### config.mk
export PLATFORM = sky130hd
export DESIGN_NAME = reg_file_2w2r
export DESIGN_NICKNAME = d
export VERILOG_FILES = /design/src/rtl/reg_file_2w2r.sv
export SDC_FILE = /design/constraint.sdc
export NUM_CORES = 1
export LEC_CHECK = 0
export ABC_CLOCK_PERIOD_IN_PS = 2600
export CAP_MARGIN = 30
export CELL_PAD_IN_SITES_DETAIL_PLACEMENT = 1
export CELL_PAD_IN_SITES_GLOBAL_PLACEMENT = 1
export CORE_MARGIN = 2
export CORE_UTILIZATION = 40
export DETAILED_ROUTE_END_ITERATION = 10
export PLACE_DENSITY_LB_ADDON = 0.1
export SLEW_MARGIN = 10
export SYNTH_ARGS = -nofsm -noshare
export SYNTH_HDL_FRONTEND = slang
export SYNTH_SLANG_ARGS = --single-unit
export TNS_END_PERCENT = 100
### constraint.sdc
create_clock -name clk -period 2.6 [get_ports clk]
set_input_delay 0.65 -clock clk [delete_from_list [all_inputs] [get_ports clk]]
set_output_delay 0.65 -clock clk [all_outputs]
set_load 0.02 [all_outputs]
### src/rtl/reg_file_2w2r.sv
// Parametrised 2-write / 2-read register file with fixed write priority,
// optional write-to-read bypass and a per-register pending-write scoreboard.
module reg_file_2w2r #(
    parameter int DATA_W   = 8,
    parameter int ADDR_W   = 3,
    parameter int ZERO_REG = 1,
    parameter int BYPASS   = 1
) (
    input  logic                   clk,
    input  logic                   rst_n,
    input  logic [ADDR_W-1:0]      rd_addr_a,
    input  logic [ADDR_W-1:0]      rd_addr_b,
    output logic [DATA_W-1:0]      rd_data_a,
    output logic [DATA_W-1:0]      rd_data_b,
    input  logic                   we0,
    input  logic [ADDR_W-1:0]      wr_addr0,
    input  logic [DATA_W-1:0]      wr_data0,
    input  logic                   we1,
    input  logic [ADDR_W-1:0]      wr_addr1,
    input  logic [DATA_W-1:0]      wr_data1,
    input  logic                   busy_set,
    input  logic [ADDR_W-1:0]      busy_addr,
    output logic                   busy_a,
    output logic                   busy_b,
    output logic [2**ADDR_W-1:0]   busy_vec,
    output logic                   wr_conflict
);

    localparam int DEPTH = 2**ADDR_W;

    logic [DATA_W-1:0] regs_q [DEPTH];
    logic [DATA_W-1:0] regs_d [DEPTH];
    logic [DEPTH-1:0]  busy_q;
    logic [DEPTH-1:0]  busy_d;
    logic              conflict_q;
    logic              conflict_d;

    // A write or busy_set aimed at a hard-wired zero register is dropped here.
    logic wr0_ok;
    logic wr1_ok;
    logic busy_set_ok;

    assign wr0_ok      = we0      && !((ZERO_REG != 0) && (wr_addr0  == '0));
    assign wr1_ok      = we1      && !((ZERO_REG != 0) && (wr_addr1  == '0));
    assign busy_set_ok = busy_set && !((ZERO_REG != 0) && (busy_addr == '0));

    always_comb begin
        regs_d     = regs_q;
        busy_d     = busy_q;
        conflict_d = 1'b0;
        // NOTE: port 1 is applied before port 0 so that, with blocking
        // assignments, port 0 overwrites it on an address collision.
        if (wr1_ok) begin
            regs_d[wr_addr1] = wr_data1;
            busy_d[wr_addr1] = 1'b0;
        end
        if (wr0_ok) begin
            regs_d[wr_addr0] = wr_data0;
            busy_d[wr_addr0] = 1'b0;
        end
        // Applied last: a new pending write outlives a completing older one.
        if (busy_set_ok) begin
            busy_d[busy_addr] = 1'b1;
        end
        if (wr0_ok && wr1_ok && (wr_addr0 == wr_addr1)) begin
            conflict_d = 1'b1;
        end
    end

    // NOTE: storage is built from flops, not a RAM macro, so every entry can
    // be cleared by the asynchronous reset like any other state.
    always_ff @(posedge clk or negedge rst_n) begin
        if (!rst_n) begin
            for (int i = 0; i < DEPTH; i++) begin
                regs_q[i] <= '0;
            end
            busy_q     <= '0;
            conflict_q <= 1'b0;
        end else begin
            for (int i = 0; i < DEPTH; i++) begin
                regs_q[i] <= regs_d[i];
            end
            busy_q     <= busy_d;
            conflict_q <= conflict_d;
        end
    end

    function automatic logic [DATA_W-1:0] read_mux(input logic [ADDR_W-1:0] addr);
        if ((ZERO_REG != 0) && (addr == '0)) begin
            return '0;
        end
        if ((BYPASS != 0) && we0 && (wr_addr0 == addr)) begin
            return wr_data0;
        end
        if ((BYPASS != 0) && we1 && (wr_addr1 == addr)) begin
            return wr_data1;
        end
        return regs_q[addr];
    endfunction

    // A forwarded value needs no stall, so bypass hides the busy bit.
    function automatic logic busy_lookup(input logic [ADDR_W-1:0] addr);
        if ((BYPASS != 0) && ((we0 && (wr_addr0 == addr)) || (we1 && (wr_addr1 == addr)))) begin
            return 1'b0;
        end
        return busy_q[addr];
    endfunction

    assign rd_data_a   = read_mux(rd_addr_a);
    assign rd_data_b   = read_mux(rd_addr_b);
    assign busy_a      = busy_lookup(rd_addr_a);
    assign busy_b      = busy_lookup(rd_addr_b);
    assign busy_vec    = busy_q;
    assign wr_conflict = conflict_q;

endmodule

# --- After elaboration in Yosys (flattened, before gate mapping) ---
# Index checks and enable logic that the tools add are counted.
classes:
  mux: 58
  n_lt_le_gt_ge: 14
  eq_ne: 5
  bitwise_logic: 9
  reduce_logical: 24
op_table:
  columns: ["operator", "n"]
  rows:
  - ["2-to-1 mux 8 bit", 21]
  - ["bitwise mux 64 bit", 2]
  - ["2-to-1 mux 64 bit", 2]
  - ["binary-select mux 8 bit (select 3 bit)", 2]
  - ["demux 8 bit (select 3 bit)", 2]
  - ["2-to-1 mux 1 bit", 24]
  - ["less-than comparator 3 x 4 -> 1 bit (second input constant)", 5]
  - ["AND 8 bit", 2]
  - [">= comparator 4 bit (second input constant)", 4]
  - ["NOT 3 -> 4 bit", 4]
  - ["NOT 8 bit", 2]
  - ["equality test 3 bit", 5]
  - ["zero test 3 bit", 5]
  - ["logical AND 1 bit", 14]
  - ["demux 1 bit (select 3 bit)", 3]
  - [">= comparator 3 x 1 -> 1 bit (second input constant)", 3]
  - ["less-than comparator 4 x 1 -> 1 bit (second input constant)", 2]
  - ["bitwise OR 8 bit", 1]
  - ["binary-select mux 1 bit (select 3 bit)", 2]
  - ["zero test 1 bit", 3]
  - ["logical OR 1 bit", 2]
totals:
  ff_bits: 73
  word_cells: 120
  in_bits: 36

# --- Logic depth before layout (Yosys ltp) ---
# Gate-level depths: netlist of run 1.
depth:
  depth_word: 11
  mapped_depth: 7
  mapped_depth_nobuf: 4

# --- Least setup slack after synthesis of run 1 ---
# No wires, ideal clock.
synth_path:
  kind: "input to output"
  startpoint: "in rd_addr_a[0]"
  endpoint: "out busy_a"
  path_buffers: 2
  arrival_ns: 1.798
  setup_slack_ns: 0.152
  required_ns: 1.950
  stages: 5
  cell_sequence: "buf_2 xnor2_1 and4_1 buf_2 nor3_1"
synth_between:
  elab_chain_len: 5
  word_cells_on_any_way: 9
  cone_classes: "eq/ne (2); mux (4); reduce/logical (3)"
synth_rtl:
  columns: ["item", "line_no", "source"]
  rows:
  - ["from (decl)", "11", "input logic [ADDR_W-1:0] rd_addr_a,"]
  - ["equality test 3 bit", "103", "if ((BYPASS != 0) && ((we0 && (wr_addr0 == addr)) || (we1 && (wr_addr1 == addr)))) begin"]
  - ["logical AND 1 bit", "103", null]
  - ["logical OR 1 bit", "103", null]
  - ["2-to-1 mux 1 bit", "103", null]
  - ["2-to-1 mux 1 bit *", "106", "return busy_q[addr];"]
  - ["to (decl)", "23", "output logic busy_a,"]
# Every way passes the cells marked *; elsewhere a longest branch is shown, timed or not. The select of a mux whose other input is x is not followed.

# --- Worst setup path in the final report of run 1 ---
layout_path:
  startpoint: "in rd_addr_a[1]"
  endpoint: "out rd_data_a[0]"
layout_between:
  elab_chain_len: 8
  word_cells_on_any_way: 20
  cone_classes: "eq/ne (2); mux (14); bitwise (1); reduce/logical (3)"
layout_rtl:
  columns: ["item", "line_no", "source"]
  rows:
  - ["equality test 3 bit", "95", "if ((BYPASS != 0) && we1 && (wr_addr1 == addr)) begin"]
  - ["logical AND 1 bit", "95", null]
  - ["2-to-1 mux 1 bit (2 in a row)", "95", null]
  - ["2-to-1 mux 1 bit", "92", "if ((BYPASS != 0) && we0 && (wr_addr0 == addr)) begin"]
  - ["2-to-1 mux 8 bit", "98", "return regs_q[addr];"]
  - ["2-to-1 mux 8 bit", "95", null]
  - ["2-to-1 mux 8 bit *", "92", null]
  - ["to (decl)", "13", "output logic [DATA_W-1:0] rd_data_a,"]
# Marks and branches as above.

==> results.cfg, run 1 <==
[worst_hold_path]
hold_class = in -> async

[sta]
fmax_ghz = 0.3780
tightest_slew_ps = 479.8
fin_crit_sh_pct = 101.8
slew_violations = 0
relSlewSlack_pct = 68.01
rsz0062_at_grt = yes
finalClockSkew_ps = 0
setup_violations = 3
fin_ws_ps = -45.62
final_hold_viol_count = 0
min_period_ps = 2646

[cts]
cts_tree = done
ctsRootBufferMaster = clkbuf_16
path_clk_slew_ps = 50
clock_latency_ps = 340
cts-htree-levels = 3
clkSinkCount = 73
clk_path_buf_depth = 2
numCtsBuffers = 9
cts_hold_buffers = 0

[placement]
dp_hpwl_mm = 14.21
dpl_cell_area_um2 = 6356
post-place-ws_ps = -1032
gp_congestion = 0.9430
port_buffers = 62

[floorplan]
fp-row-count = 41
die_area_um2 = 13610
initial_core_util_pct = 40.57
pin_count = 63
coreArea_um2 = 12520
die_height_um = 116.7
die_w_um = 116.7

[logic_synthesis]
synth-seq-cells = 73
synth_cell_type_count = 31
synth-main-ff-cell = dfrtp_1
async_reset_ff_share_pct = 100.0
synth_fp_nets = 587
syn_area_per_cell_um2 = 9.217
synth_cells = 551
synth_most_common_cell = mux2i_1
yosys_warnings = 0
yosysSeqAreaShare_pct = 35.97
synth_edf_count = 0
yosysTopAreaCell = dfrtp_1
netlist_top_cells_area = dfrtp_1 (36%), mux2i_1 (22%), a21oi_1 (6.4%)
synthTopCellsByCount = mux2i_1 (114), dfrtp_1 (73), a21oi_1 (65), o21ai_0 (46), nor2_1 (37)
syn-cell-area_um2 = 5079
synth_top_area_share_pct = 35.97

[grt]
use_met2_pct = 50.40
grtUsageMet3_pct = 7.317
overflow = 0
grt_pass1_wl_mm = 30.30
grt_use_total_pct = 30.78
grt_max_degree = 33
grt_pass1_vias = 5118
use_met1_pct = 38.79
grt_most_used_layer = met2
antenna_found_initial = 0

[finish]
drive_gt1_share_pct = 33.23
n_antenna_cell = 0
seq_area_um2 = 1827
fin_area_um2 = 7038
nFillCells = 1411
multiInputGateArea_um2 = 3288
nets = 684
syn_to_final_growth_pct = 38.58
final_util_pct = 56.23

[critical_path]
crit_arrival_ps = 2000
crit_fanout = 5
crit_type = in -> out
end_kind = output pin
start_kind = input pin
worstPathRequired_ps = 1950

[route]
detail_route.wl_per_cell_um = 25.64
drc_errors = 0
via_per_inst = 6.114
vias = 5026
first_pass_iters = 5
wirelength_mm = 21.08
ant_nets = 0
first_iter_violations = 413

[power_and_ir_drop]
ir_drop_uv = 258.5
total_leakage_power_nw = 3.217
powerDensity_nw_per_um2 = 591.9

[status]
violations = negative setup slack
status = finished, violations left

[flow_run]
timing.max_cap.violations = 0
cell usage in the layout (no fill, tap or decap), types with 2 or more instances in the layout:
master / count
and4bb_2: 2
nand2b_1: 4
nand3_1: 15
and4_4: 6
mux4_2: 8
buf_12: 13
nor3_2: 2
xnor2_4: 4
xnor2_2: 8
buf_6: 13
a21oi_2: 17
nor2_1: 37
a21oi_1: 48
clkdlybuf4s50_1: 29
nor3_1: 2
nand4b_1: 6
nor2b_2: 2
nor4bb_4: 2
mux2_4: 2
or3_4: 2
o21ai_1: 7
nor2b_4: 2
a22oi_1: 20
mux2i_1: 114
nand3_2: 4
o21ai_0: 34
dfrtp_1: 73
buf_4: 84
buf_8: 2
o21ai_2: 6
clkbuf_16: 9
buf_2: 11
clkbuf_1: 2
nand2_1: 32
nand4_1: 6
nand2_2: 2
a22oi_2: 8
layout make-up:
| cell class | count | area share, % |
|---|---|---|
| well taps | 172 | 3.058 |
| clock buffers | 12 | 3.502 |
| multi-input cells | 409 | 46.72 |
| flip-flops and latches | 73 | 25.96 |
| repair buffers | 155 | 20.69 |
| clock inverters | 1 | 0.07111 |
per-stage QoR:
stage | total power, W | setup TNS, ps | hold slack (ps) | instances
2_1_floorplan | 0.002274 | 0 | 354.4 | 551
3_3_place_gp | 0.002842 | -17740 | 382.3 | 801
3_5_place_dp | 0.002895 | -17110 | 391.3 | 801
4_1_cts | 0.004096 | -4.449 | 269.4 | 822
5_1_grt | 0.004335 | -116.8 | 280.0 | 822
6_report | 0.004166 | -49.56 | 261.9 | 822
logic make-up after synthesis:
group / Yosys count / share of synthesized area [%]
XOR/XNOR: 13 / 2.242
AND/OR/NAND/NOR: 128 / 12.76
AO/OA/AOI/OAI: 142 / 15.50
buffers and inverters: 71 / 7.070
flip-flops: 73 / 35.97
multiplexers: 124 / 26.46
power breakdown:
group / internal, W / total (W) / switching (W)
sequential: 0.00135 / 0.00156 / 0.000209
clock: 0.000655 / 0.00113 / 0.000473
combinational: 0.000705 / 0.00148 / 0.000773
total: 0.00271 / 0.00417 / 0.00145
worst paths after layout:
kind | slack (ps) | cells past startpoint | from | end
worst max-delay path | -50 | 7 | rd_addr_a[1] | rd_data_a[0]
worst min-delay path | 260 | 1 | rst_n | busy_vec[7]
worst max register to register | 1670 | 3 | regs_q[48] | regs_q[48]
worst min register to register | 400 | 0 | regs_q[56] | regs_q[56]
max in group asynchronous | 1750 | 2 | rst_n | regs_q[3]
min in group clk | 400 | 0 | regs_q[56] | regs_q[56]
what timing repair did:
item	in CTS	in global routing
pin swaps	34	20
setup buffers	4	1
cloned	4	0
endpoints found under the setup margin	18	18
endpoints found under the hold margin	0	0
resized for setup	209	52
registers in the layout (all words and copies together), names as in the netlist:
signal,flops
regs_q,64
wr_conflict,1
busy_vec,8
layer usage:
metal	routed length, um	share of wire, %
met4	1004	4.8
met3	1527	7.2
met5	0	0
met2	9889	47
met1	8655	41
critical path, cell delays in order:
cell     delay [ps]
buf_12          120
buf_12          130
mux4_2          510
mux2_4          300
nand2_2          70
a21oi_2          60
buf_4           160
Power figures use the tool's default switching activity.
==> run 2: changes to the inputs <==
--- a/config.mk
+++ b/config.mk
@@ -9,7 +9,6 @@
 export CAP_MARGIN = 30
 export CELL_PAD_IN_SITES_DETAIL_PLACEMENT = 1
 export CELL_PAD_IN_SITES_GLOBAL_PLACEMENT = 1
-export CORE_MARGIN = 2
 export CORE_UTILIZATION = 40
 export DETAILED_ROUTE_END_ITERATION = 10
 export PLACE_DENSITY_LB_ADDON = 0.1
==> results.cfg, run 2 (synthesis gave the netlist of run 1 again) <==
[status]
status = finished, violations left
violations = negative setup slack

[sta]
setup_violations = 1
fmax_ghz = 0.3824
tightest_slew_ps = 570.8
slew_violations = 0
finalClockSkew_ps = 0
final_hold_viol_count = 0
min_period_ps = 2615
fin_crit_sh_pct = 100.6
relSlewSlack_pct = 61.78
rsz0062_at_grt = yes
holdWs_ps = 251.9
fin_ws_ps = -14.76
fin_setup_tns_ps = -14.76

[route]
first_iter_violations = 319
first_pass_iters = 7
wirelength_mm = 20.27
vias = 4875
detail_route.wl_per_cell_um = 24.84
via_per_inst = 5.974
drc_errors = 0
ant_nets = 0

[worst_hold_path]
hold_class = in -> async

[power_and_ir_drop]
total_leakage_power_nw = 3.145
powerDensity_nw_per_um2 = 600.5
ir_drop_uv = 387.6
power_w = 0.004101

[cts]
cts_hold_buffers = 0
numCtsBuffers = 9
ctsRootBufferMaster = clkbuf_16
cts-htree-levels = 3
cts_tree = done
clkSinkCount = 73
clk_path_buf_depth = 2
clock_latency_ps = 350
path_clk_slew_ps = 60

[finish]
largest_register_ffs = 64
largest-register = regs_q
nets = 679
drive_gt1_share_pct = 29.94
layout_commonest_cell = mux2i_1
n_antenna_cell = 0
syn_to_final_growth_pct = 34.49
nFillCells = 1417
final_util_pct = 55.93
layout_common_cells = mux2i_1 (114), buf_4 (85), dfrtp_1 (73)

[critical_path]
crit_type = in -> out
end_kind = output pin
worstPathRequired_ps = 1950
reg2reg_slack_ps = 1720
crit_fanout = 5
crit_arrival_ps = 1960
start_kind = input pin

[floorplan]
die_height_um = 114.7
pin_count = 63
coreArea_um2 = 12210
die_w_um = 114.7
initial_core_util_pct = 41.59
fp-row-count = 40
die_area_um2 = 13150

[grt]
grt_max_degree = 34
grt_pass1_wl_mm = 30.50
overflow = 0
antenna_found_initial = 0
grt_use_total_pct = 32.42
grt_pass1_vias = 5169

[placement]
gp_congestion = 0.8670
dp_hpwl_mm = 14.20
port_buffers = 62

[flow_run]
timing.max_cap.violations = 0
-- run 2: layout make-up --
class	instances	area [um2]	share of cell area (%)
clock buffers	9	225.2	3.297
well taps	168	210.2	3.077
repair buffers	152	1403	20.53
clock inverters	7	46.29	0.6778
flip-flops and latches	73	1827	26.74
multi-input cells	407	3119	45.67
-- run 2: timing repair --
| action | 4_1_cts | 5_1_grt |
|---|---|---|
| gates resized for setup | 174 | 42 |
| cloned | 1 | 1 |
| endpoints found under the setup margin | 18 | 18 |
| pin swaps | 25 | 20 |
| setup buffers | 6 | 1 |
-- run 2: worst paths after layout --
path | depth (start not counted) | end | startpoint
worst max register to register | 3 | regs_q[24] | regs_q[24]
worst min register to register | 0 | regs_q[61] | regs_q[61]
worst max-delay path | 7 | rd_data_a[0] | rd_addr_a[1]
max in group asynchronous | 2 | regs_q[23] | rst_n
worst min-delay path | 1 | wr_conflict | rst_n
min in group clk | 0 | regs_q[61] | regs_q[61]
-- run 2: worst max-delay path, stage by stage --
cell and delay, ps:
buf_12 100, buf_8 130, mux4_2 500, mux2_4 280, nand2_2 80, a21oi_2 60, buf_4 160
-- run 2: stage by stage --
stage	setup WS [ps]	cell area [um2]	instances
2_1_floorplan	152.0	5079	551
3_3_place_gp	-1179	6266	793
3_5_place_dp	-1173	6266	793
4_1_cts	0.8475	6739	815
5_1_grt	-36.01	6830	816
6_report	-14.76	6830	816
-- run 2: power by group --
group	total (W)	switching, W	internal [W]
sequential	0.00156	0.000204	0.00135
combinational	0.00139	0.000719	0.000667
clock	0.00116	0.000515	0.000645
total	0.00410	0.00144	0.00266
-- run 2: layer usage --
metal / vias up / wire length [um] / track usage, %
met1: 2484 / 8844 / 42.54
met2: 159 / 9841 / 54.22
li1: 2189 / - / -
met3: 43 / 957 / 3.494
met5: - / 0 / 0
met4: 0 / 624 / 14.20
